--- src/rtl/idt_pkg.sv ---
// Shared definitions for the ICS307 serial programming controller:
// word field layout, FSM state encoding and the default boot word.
package idt_pkg;

    localparam int IDT_WORD_W  = 24;
    localparam int IDT_R_W     = 7;
    localparam int IDT_R_LSB   = 0;
    localparam int IDT_V_W     = 9;
    localparam int IDT_V_LSB   = 7;
    localparam int IDT_S_W     = 3;
    localparam int IDT_S_LSB   = 16;
    localparam int IDT_F_W     = 2;
    localparam int IDT_F_LSB   = 19;
    localparam int IDT_TTL_W   = 1;
    localparam int IDT_TTL_LSB = 21;
    localparam int IDT_C_W     = 2;
    localparam int IDT_C_LSB   = 22;
    localparam int IDT_BIT_W   = 5;

    typedef enum logic [2:0] {
        ST_IDLE,
        ST_SETUP,
        ST_HIGH,
        ST_STB_SETUP,
        ST_STROBE,
        ST_LOCK,
        ST_DONE
    } idt_state_e;

    function automatic logic [IDT_WORD_W-1:0] idt_word(
        input logic [IDT_C_W-1:0]   c,
        input logic [IDT_TTL_W-1:0] ttl,
        input logic [IDT_F_W-1:0]   f,
        input logic [IDT_S_W-1:0]   s,
        input logic [IDT_V_W-1:0]   v,
        input logic [IDT_R_W-1:0]   r
    );
        logic [IDT_WORD_W-1:0] w;
        w = '0;
        w[IDT_C_LSB   +: IDT_C_W]   = c;
        w[IDT_TTL_LSB +: IDT_TTL_W] = ttl;
        w[IDT_F_LSB   +: IDT_F_W]   = f;
        w[IDT_S_LSB   +: IDT_S_W]   = s;
        w[IDT_V_LSB   +: IDT_V_W]   = v;
        w[IDT_R_LSB   +: IDT_R_W]   = r;
        return w;
    endfunction

    // 148.5 MHz from a 100 MHz reference: C=00 TTL=1 F=10 S=001 V=41 R=31.
    localparam logic [IDT_WORD_W-1:0] IDT_BOOT_WORD =
        idt_word(2'b00, 1'b1, 2'b10, 3'b001, 9'd41, 7'd31);

endpackage

--- src/rtl/idt_cfg_ctrl.sv ---
// ICS307 programming controller: optional boot load, req/ack reprogramming,
// MSB-first serial shift, load strobe and a PLL lock wait ending in done.
module idt_cfg_ctrl
    import idt_pkg::*;
#(
    parameter int unsigned           CLK_DIV     = 2,
    parameter int unsigned           LOCK_CYCLES = 1000,
    parameter bit                    BOOT_EN     = 1'b1,
    parameter logic [IDT_WORD_W-1:0] BOOT_WORD   = IDT_BOOT_WORD
) (
    input  logic                  clk,
    input  logic                  reset_,
    input  logic                  cfg_req,
    input  logic [IDT_WORD_W-1:0] cfg_word,
    output logic                  cfg_ack,
    output logic                  busy,
    output logic                  done,
    output logic                  idt_sclk,
    output logic                  idt_data,
    output logic                  idt_strobe
);

    localparam int unsigned CNT_MAX = (2 * CLK_DIV > LOCK_CYCLES) ? 2 * CLK_DIV : LOCK_CYCLES;
    localparam int unsigned CW      = $clog2(CNT_MAX + 1);

    localparam logic [CW-1:0] HALF_LOAD = CW'(CLK_DIV - 1);
    localparam logic [CW-1:0] STB_LOAD  = CW'(2 * CLK_DIV - 1);
    localparam logic [CW-1:0] LOCK_LOAD = (LOCK_CYCLES == 0) ? '0 : CW'(LOCK_CYCLES - 1);

    idt_state_e            state_q, state_d;
    logic [CW-1:0]         cnt_q, cnt_d;
    logic [IDT_BIT_W-1:0]  bit_idx_q, bit_idx_d;
    logic [IDT_WORD_W-1:0] shift_q, shift_d;
    logic                  boot_pend_q, boot_pend_d;
    logic                  accept_req;

    logic sclk_q, sclk_d;
    logic data_q, data_d;
    logic strobe_q, strobe_d;
    logic busy_q, busy_d;
    logic done_q, done_d;
    logic ack_q, ack_d;

    // NOTE: sequential state uses non-blocking assignments so every flop
    // samples the pre-edge value of its inputs, independent of block order.
    always_ff @(posedge clk or negedge reset_) begin
        if (!reset_) begin
            state_q     <= ST_IDLE;
            cnt_q       <= '0;
            bit_idx_q   <= '0;
            shift_q     <= '0;
            boot_pend_q <= BOOT_EN;
            sclk_q      <= 1'b0;
            data_q      <= 1'b0;
            strobe_q    <= 1'b0;
            busy_q      <= 1'b0;
            done_q      <= 1'b0;
            ack_q       <= 1'b0;
        end else begin
            state_q     <= state_d;
            cnt_q       <= cnt_d;
            bit_idx_q   <= bit_idx_d;
            shift_q     <= shift_d;
            boot_pend_q <= boot_pend_d;
            sclk_q      <= sclk_d;
            data_q      <= data_d;
            strobe_q    <= strobe_d;
            busy_q      <= busy_d;
            done_q      <= done_d;
            ack_q       <= ack_d;
        end
    end

    // NOTE: every signal gets a default before the case so no path leaves it
    // unassigned, which would otherwise infer a latch.
    always_comb begin
        state_d     = state_q;
        cnt_d       = cnt_q;
        bit_idx_d   = bit_idx_q;
        shift_d     = shift_q;
        boot_pend_d = boot_pend_q;
        accept_req  = 1'b0;

        unique case (state_q)
            // DONE accepts like IDLE so a waiting requester is served without a gap.
            ST_IDLE, ST_DONE: begin
                state_d = ST_IDLE;
                if (boot_pend_q) begin
                    boot_pend_d = 1'b0;
                    shift_d     = BOOT_WORD;
                    bit_idx_d   = IDT_BIT_W'(IDT_WORD_W - 1);
                    cnt_d       = HALF_LOAD;
                    state_d     = ST_SETUP;
                end else if (cfg_req) begin
                    accept_req  = 1'b1;
                    shift_d     = cfg_word;
                    bit_idx_d   = IDT_BIT_W'(IDT_WORD_W - 1);
                    cnt_d       = HALF_LOAD;
                    state_d     = ST_SETUP;
                end
            end

            ST_SETUP: begin
                if (cnt_q == '0) begin
                    cnt_d   = HALF_LOAD;
                    state_d = ST_HIGH;
                end else begin
                    cnt_d = cnt_q - 1'b1;
                end
            end

            ST_HIGH: begin
                if (cnt_q == '0) begin
                    cnt_d = HALF_LOAD;
                    if (bit_idx_q == '0) begin
                        state_d = ST_STB_SETUP;
                    end else begin
                        bit_idx_d = bit_idx_q - 1'b1;
                        shift_d   = {shift_q[IDT_WORD_W-2:0], 1'b0};
                        state_d   = ST_SETUP;
                    end
                end else begin
                    cnt_d = cnt_q - 1'b1;
                end
            end

            ST_STB_SETUP: begin
                if (cnt_q == '0) begin
                    cnt_d   = STB_LOAD;
                    state_d = ST_STROBE;
                end else begin
                    cnt_d = cnt_q - 1'b1;
                end
            end

            ST_STROBE: begin
                if (cnt_q == '0) begin
                    cnt_d   = LOCK_LOAD;
                    state_d = (LOCK_CYCLES == 0) ? ST_DONE : ST_LOCK;
                end else begin
                    cnt_d = cnt_q - 1'b1;
                end
            end

            ST_LOCK: begin
                if (cnt_q == '0) begin
                    state_d = ST_DONE;
                end else begin
                    cnt_d = cnt_q - 1'b1;
                end
            end

            default: state_d = ST_IDLE;
        endcase
    end

    // Outputs are decoded from the next state and registered, so every pad
    // comes straight from a flop and lines up with the state it belongs to.
    always_comb begin
        sclk_d   = (state_d == ST_HIGH);
        data_d   = ((state_d == ST_SETUP) || (state_d == ST_HIGH)) && shift_d[IDT_WORD_W-1];
        strobe_d = (state_d == ST_STROBE);
        busy_d   = (state_d == ST_SETUP) || (state_d == ST_HIGH) || (state_d == ST_STB_SETUP)
                || (state_d == ST_STROBE) || (state_d == ST_LOCK);
        done_d   = (state_d == ST_DONE);
        ack_d    = accept_req;
    end

    assign cfg_ack    = ack_q;
    assign busy       = busy_q;
    assign done       = done_q;
    assign idt_sclk   = sclk_q;
    assign idt_data   = data_q;
    assign idt_strobe = strobe_q;

endmodule

--- config.mk ---
export PLATFORM = sky130hd
export DESIGN_NAME = idt_cfg_ctrl
export DESIGN_NICKNAME = d
export VERILOG_FILES = /design/src/rtl/idt_pkg.sv /design/src/rtl/idt_cfg_ctrl.sv
export SDC_FILE = /design/constraint.sdc
export NUM_CORES = 1
export LEC_CHECK = 0
export CORE_MARGIN = 8
export CORE_UTILIZATION = 58
export CTS_BUF_LIST = sky130_fd_sc_hd__clkbuf_2 sky130_fd_sc_hd__clkbuf_4 sky130_fd_sc_hd__clkbuf_8
export DETAILED_ROUTE_END_ITERATION = 10
export DONT_BUFFER_PORTS = 1
export PLACE_DENSITY = 0.74
export SLEW_MARGIN = 20
export SYNTH_ARGS = -nofsm -noshare
export SYNTH_HDL_FRONTEND = slang
export SYNTH_SLANG_ARGS = --single-unit
--- constraint.sdc ---
create_clock -name clk -period 3.2 [get_ports clk]
set_input_delay 0.16 -clock clk [delete_from_list [all_inputs] [get_ports clk]]
set_output_delay 0.16 -clock clk [all_outputs]
set_load 0.005 [all_outputs]
==> results of run 1 <==
## cells by family (layout without fill, tap and decap cells)
group           after synthesis  after routing  synth area share
flops                        49             49             0.493
compound gates               85             85             0.262
fa+ha+maj                     3              3            0.0151
simple gates                 81             81             0.173
xor+xnor                      1              1           0.00352
buf+inv                      27             26            0.0497
mux                           1              1           0.00402
## worst max-delay path by stage
| stage | endpoint | startpoint | slack (ns) | cells after the start |
|---|---|---|---|---|
| floorplan | shift_q[1]$_DFFE_PN0P_ | cnt_q[0]$_DFFE_PN0P_ | 0.72 | 10 |
| global placement | cnt_q[7]$_DFFE_PN0P_ | cnt_q[0]$_DFFE_PN0P_ | 0.43 | 7 |
| detailed placement | cnt_q[7]$_DFFE_PN0P_ | cnt_q[0]$_DFFE_PN0P_ | 0.35 | 7 |
| CTS | cnt_q[7]$_DFFE_PN0P_ | cnt_q[0]$_DFFE_PN0P_ | 0.34 | 7 |
| global route | cnt_q[7]$_DFFE_PN0P_ | cnt_q[0]$_DFFE_PN0P_ | 0.18 | 7 |
| finish | cnt_q[7]$_DFFE_PN0P_ | cnt_q[0]$_DFFE_PN0P_ | 0.32 | 7 |
## placed cells by master, fill, tap and decap left out, types with 2 or more instances in the layout
master / count
o31ai_1: 7
nor4_1: 2
nor2b_1: 3
a21o_1: 13
a21oi_1: 9
nand2_1: 7
o22a_1: 2
clkbuf_8: 5
nand2b_1: 4
o211ai_1: 2
o21ai_0: 13
dfrtp_1: 48
o2bb2ai_1: 2
inv_1: 11
a31oi_1: 3
clkinvlp_4: 2
a22oi_1: 2
a22o_1: 13
or4_1: 7
a221o_1: 10
or3_1: 3
nor2_1: 36
ha_1: 3
nor3_1: 6
nand3_1: 3
buf_4: 5
## cells in the mapped netlist (4+ instances only)
cell,number,share of area
o21ai_0,13,0.026
a21o_1,13,0.039
dfrtp_1,48,0.48
or4_1,7,0.021
clkbuf_1,7,0.011
o31ai_1,7,0.021
inv_1,11,0.017
nor3_1,6,0.012
nand2b_1,4,0.010
a21oi_1,9,0.018
nor2_1,36,0.054
buf_2,6,0.012
a22o_1,13,0.046
a221o_1,10,0.040
nand2_1,7,0.011
## report_power, final
part / switching (mW) / internal [mW]
logic: 0.0200 / 0.0190
registers: 0.0108 / 0.635
clock network: 0.200 / 0.163
total: 0.231 / 0.817
## critical path: stages, from the launching register on
cell      delay (ns)
dfrtp_1         0.41
inv_1           0.07
ha_1            0.20
or4b_1          0.63
or4_1           0.70
a31oi_4         0.41
or2_2           0.22
o211ai_1        0.10
## area by class of cell
cell class / count / area share
Timing Repair Buffer: 7 / 0.0284
Inverter: 11 / 0.0156
Sequential cell: 49 / 0.464
Clock buffer: 6 / 0.0288
Clock inverter: 2 / 0.00567
Tap cell: 52 / 0.0246
Multi-Input combinational cell: 171 / 0.433
## state kept, by name, summed over array words and instances, names as in the netlist
register,count
idt_data,1
idt_strobe,1
idt_sclk,1
cfg_ack,1
boot_pend_q,1
cnt_q,10
busy,1
state_q,3
done,1
bit_idx_q,5
shift_q,24
## per-stage QoR
step	worst slack [ns]	utilization	power, mW	std cells
after CTS	0.340	0.625	1.06	298
final	0.325	0.625	1.05	298
after global placement	0.427	0.595	0.681	288
after floorplan	0.721	-	0.676	247
after global routing	0.184	0.625	1.10	298
after detailed placement	0.351	0.595	0.681	288
## routing by layer
layer / global-route usage / up-vias
met2: 0.227 / 44
li1: - / 916
met4: 0.0536 / 0
met3: 0.0580 / 5
met5: 0 / -
met1: 0.227 / 898
==> metrics.md, run 1 <==
| Metric | Value |
|---|---|
| Status | `finished, final reports clean` |
| Met3 WL | `315 µm` |
| Worst-Margin Slew | `0.839 ns` |
| Total track usage | `0.162` |
| Hold path depth | `2` |
| Reg2reg setup slack | `0.32 ns` |
| Worst Path Arrival | `3.05 ns` |
| Tcrit/Tclk final | `0.898` |
| Starting DRT DRC Count | `140` |
| Core ar. | `4230 µm²` |
| Post-synth ARST share | `1.00` |
| Vias in the first global route | `1,832` |
| Clock Skews | `0.00889 ns` |
| Syn_nets | `277` |
| DRT Pass-1 Iters | `4` |
| Number of synthesized flops with an enable pin | `0` |
| Setup TNS | `0 ns` |
| Multi-input logic area | `1150 µm²` |
| Clock Tree Buf Depth | `2` |
| Cell variety after synth | `48` |
| Startpoint types | `flop` |
| Number of synthesized register bits | `49` |
| Post-CTS Setup Inserts | `0` |
| IO Pins | `33` |
| Routability cong. | `0.876` |
| FF-to-FF End | `cnt_q[7]$_DFFE_PN0P_` |
| Crit Path Class | `reg2reg` |
| First-pass GRT wire length | `8.48 mm` |
| Initial core utilization | `0.588` |
| WP data required | `3.37 ns` |
| CTS tree | `built` |
| # rows | `24` |
| Final instance area | `2650 µm²` |
| Area growth syn-to-layout | `6.23%` |
| RSZ-0062 raised after global routing | `false` |
| Register area share after synthesis | `0.493` |
| Met1 Wirelength | `2.39 mm` |
| Grt ovf | `0` |
| Initial antenna violation count | `0` |
| Die X | `81.5 µm` |
| Post-cts resize count | `0` |
| Minimum clock period | `2.88 ns` |
| Clock Pin Slew Worst Setup and Hold Paths | `0.09 ns` |
| FILL cells | `350` |
| Placement Cell Area | `2520 µm²` |
| Post-Syn Instances | `247` |
| Mapped Area | `2490 µm²` |
| Final setup violation count | `0` |
| Top layer in use | `met4` |
| Total wire length | `4.92 mm` |
| Critical Path Sink Type | `flop` |
| PortBufs | `0` |
| Count of final hold-check violations | `0` |
| Hold slack final | `0.0348 ns` |
| Layout cells sized above 1 | `0.0935` |
| Crit Path Max Fanout | `14` |
| Slew Limit Fails | `0` |
| Die height | `81.5 µm` |
| Die ar. | `6650 µm²` |
| Wirelength per Cell | `16.5 µm` |
| ANT nets after route | `0` |
| Post-synth top flop | `dfrtp_1` |
| Slew HR | `0.441` |
| Clk root buf | `clkbuf_8` |
| Hold Crit Class | `in2reg` |
| HP Start | `cfg_word[0]` |
| Largest net degree at the start of global routing | `50` |
| Syn. warnings | `0` |
| Post-DP HPWL | `3.44 mm` |
| Max-cap violation count | `0` |
| Hold Buf Count CTS | `2` |
| Worst-case reg-to-reg path depth | `7` |
| DRC | `0` |
| Pwr/cell area | `396 nW/µm²` |
| Routed vias | `1,863` |
| Leak | `1.19 nW` |
| Seq. cell area | `1230 µm²` |
| Average size of a mapped cell | `10.1 µm²` |
| Num CTS Buffers | `5` |
| Final Net Count | `275` |
| Via/cell ratio | `6.25` |
| Clock insertion delay at the later pin of the skew report | `0.30 ns` |
| Hold Path Sink | `shift_q[0]$_DFFE_PN0P_` |
| Met2 Routed Length | `2.18 mm` |
| H-tree levels | `2` |
| Fmax | `348 MHz` |
| Reg-to-Reg Start | `cnt_q[0]$_DFFE_PN0P_` |
| Clk sink count | `49` |
| Antenna diode count | `0` |
| Max rail drop VDD | `223 µV` |
No activity file was read; power rests on OpenSTA's default activity.
==> inputs of run 2 (changes only) <==
Settings changed: CORE_UTILIZATION 58 to 40, PLACE_DENSITY 0.74 to unset.
==> run 2 against run 1 <==
- via count is 1.8% higher
- design area is 2.5% higher
- first-iteration DRC count increased by 6.4%
- maximum frequency grew 0.30%
- clock power is 22% higher
- hold slack improved by 0.017 ns
- flip-flop and latch count is the same
- routed wire length grew 12%
- sequential share of layout area down 1.1 points
- total power is 7.9% higher
- largest power group unchanged
- highest routed layer unchanged
==> metrics.md, run 2 (same netlist as run 1, synthesis figures left out) <==
| Metric | Value |
|---|---|
| Status | `finished, final reports clean` |
| Hold Crit Class | `in2reg` |
| Clock Pin Slew Worst Setup and Hold Paths | `0.09 ns (about the same)` |
| First-pass GRT wire length | `9.20 mm (+8.5%)` |
| Area growth syn-to-layout | `8.84%` |
| Initial antenna violation count | `0 (unchanged)` |
| # rows | `28 (+17%)` |
| Final Net Count | `275 (unchanged)` |
| Slew HR | `0.394 (-0.0469)` |
| Layout cells sized above 1 | `0.0935 (unchanged)` |
| Largest net degree at the start of global routing | `50 (unchanged)` |
| Clock insertion delay at the later pin of the skew report | `0.30 ns (about the same)` |
| Met1 Wirelength | `2.69 mm (+12%)` |
| Met3 WL | `315 µm (unchanged)` |
| Post-DP HPWL | `3.79 mm (+10%)` |
| Largest register FFs | `24 (unchanged)` |
| Critical Path Sink Type | `flop` |
| Setup WS post-layout | `0.333 ns (+0.00856 ns)` |
| Starting DRT DRC Count | `149 (+6.4%)` |
| IO Pins | `33 (unchanged)` |
| Met2 Routed Length | `2.40 mm (+10%)` |
| Max rail drop VDD | `298 µV (+33%)` |
| Max-cap violation count | `0 (unchanged)` |
| Routed vias | `1,897 (+1.8%)` |
| Grt ovf | `0 (unchanged)` |
| ANT nets after route | `0 (unchanged)` |
| Biggest register | `shift_q` |
| Vias in the first global route | `1,854 (+1.2%)` |
| Pre-CTS WS | `0.340 ns (-0.0113 ns)` |
| PortBufs | `0 (unchanged)` |
| CTS tree | `built` |
| Minimum clock period | `2.87 ns (-0.00856 ns)` |
| Top layer in use | `met4` |
| Routability cong. | `0.823 (-6.0%)` |
| Tcrit/Tclk final | `0.896 (-0.00268)` |
| Num CTS Buffers | `5 (unchanged)` |
| Wirelength per Cell | `17.1 µm (+3.5%)` |
| Post-cts resize count | `0 (unchanged)` |
| Antenna diode count | `0 (unchanged)` |
| Setup TNS | `0 ns (unchanged)` |
| Clk root buf | `clkbuf_8` |
| WP data required | `3.37 ns (about the same)` |
| Total track usage | `0.129 (-0.0330)` |
| Final setup violation count | `0 (unchanged)` |
| RSZ-0062 raised after global routing | `false` |
| Most frequent cells in the layout | `48 x dfrtp_1, 36 x nor2_1, 13 x o21ai_0, 13 x a22o_1, 13 x a21o_1` |
| Clock Skews | `0.0130 ns (+0.00411 ns)` |
| Die height | `94.9 µm (+16%)` |
| Fmax | `349 MHz (+0.30%)` |
| Die ar. | `9010 µm² (+36%)` |
| Worst Path Arrival | `3.04 ns (about the same)` |
| Total wire length | `5.49 mm (+12%)` |
| Pwr/cell area | `417 nW/µm² (+5.3%)` |
| Count of final hold-check violations | `0 (unchanged)` |
| Die X | `94.9 µm (+16%)` |
| H-tree levels | `2 (unchanged)` |
| Crit Path Max Fanout | `14 (unchanged)` |
| DRT Pass-1 Iters | `4 (unchanged)` |
| Startpoint types | `flop` |
| Crit Path Class | `reg2reg` |
| Core ar. | `5960 µm² (+41%)` |
| Initial core utilization | `0.418 (-0.170)` |
| DRC | `0 (unchanged)` |
| Clock Tree Buf Depth | `2 (unchanged)` |
| Commonest non-fill, non-tap cell in the layout | `dfrtp_1` |
| Leak | `1.21 nW (+1.7%)` |
| Slew Limit Fails | `0 (unchanged)` |
| Clk sink count | `49 (unchanged)` |
| Via/cell ratio | `5.91 (-5.5%)` |
| Worst-Margin Slew | `0.909 ns (+0.0703 ns)` |
| Biggest registers after layout | `shift_q x24, cnt_q x10, bit_idx_q x5` |
## run 2: cell types whose count changed in the layout (fill, tap and decap cells not counted)
cell	before	now
clkinvlp_4	2	0
buf_12	0	1
buf_4	5	4
bufinv_16	0	1
clkinv_4	0	1
## run 2: final cells by class
| class | count | area [µm²] |
|---|---|---|
| Clock buffer | 6 | 76.3 |
| Clock inverter | 2 | 38.8 |
| Fill cell | 582 | 3240 |
| Inverter | 11 | 41.3 |
| Multi-Input combinational cell | 171 | 1150 |
| Sequential cell | 49 | 1230 |
| Tap cell | 75 | 93.8 |
| Timing Repair Buffer | 7 | 87.6 |
## run 2: worst paths after layout
path / start / end / slack [ns] / cells after the start
max in group asynchronous: reset_ / boot_pend_q$_DFFE_PN1P_ / 2.55 / 2
min in group asynchronous: reset_ / bit_idx_q[2]$_DFFE_PN0P_ / 0.40 / 2
min: cfg_word[0] / shift_q[0]$_DFFE_PN0P_ / 0.05 / 2
min reg2reg: shift_q[8]$_DFFE_PN0P_ / shift_q[8]$_DFFE_PN0P_ / 0.48 / 1
max reg2reg: cnt_q[0]$_DFFE_PN0P_ / cnt_q[2]$_DFFE_PN0P_ / 0.33 / 7
max: cnt_q[0]$_DFFE_PN0P_ / cnt_q[2]$_DFFE_PN0P_ / 0.33 / 7
## run 2: layer usage
metal | global-route usage | vias to the layer above
met3 | 0.0389 | 6
met4 | 0.0442 | 0
met1 | 0.179 | 929
met5 | 0 | -
li1 | - | 920
met2 | 0.186 | 42
## run 2: critical path: stages (launching register included)
cell,delay (ns)
dfrtp_1,0.41
inv_1,0.07
ha_1,0.20
or4b_1,0.63
or4_1,0.70
a31oi_4,0.40
or2_2,0.22
o21ai_0,0.10
## run 2: metrics by stage
| step | cell area [µm²] | util | power, mW | std cells | hold WS (ns) |
|---|---|---|---|---|---|
| after global routing | 2710 | 0.455 | 1.18 | 321 | 0.0521 |
| after detailed placement | 2560 | 0.430 | 0.682 | 311 | -0.133 |
| after CTS | 2710 | 0.455 | 1.14 | 321 | 0.0582 |
| after floorplan | 2490 | - | 0.676 | 247 | -0.136 |
| after global placement | 2560 | 0.430 | 0.681 | 311 | -0.133 |
| final | 2710 | 0.455 | 1.13 | 321 | 0.0523 |
## run 2: where the power goes
| group | switching [mW] | internal (mW) | leakage [nW] |
|---|---|---|---|
| registers | 0.0106 | 0.635 | 0.592 |
| clock network | 0.201 | 0.243 | 0.0588 |
| logic | 0.0212 | 0.0191 | 0.557 |
## run 2: what timing repair did
item / 4_1_cts / 5_1_grt
hold buffers: 2 / 0
setup buffers: 0 / 0
hold endpoints to repair: 49 / 0
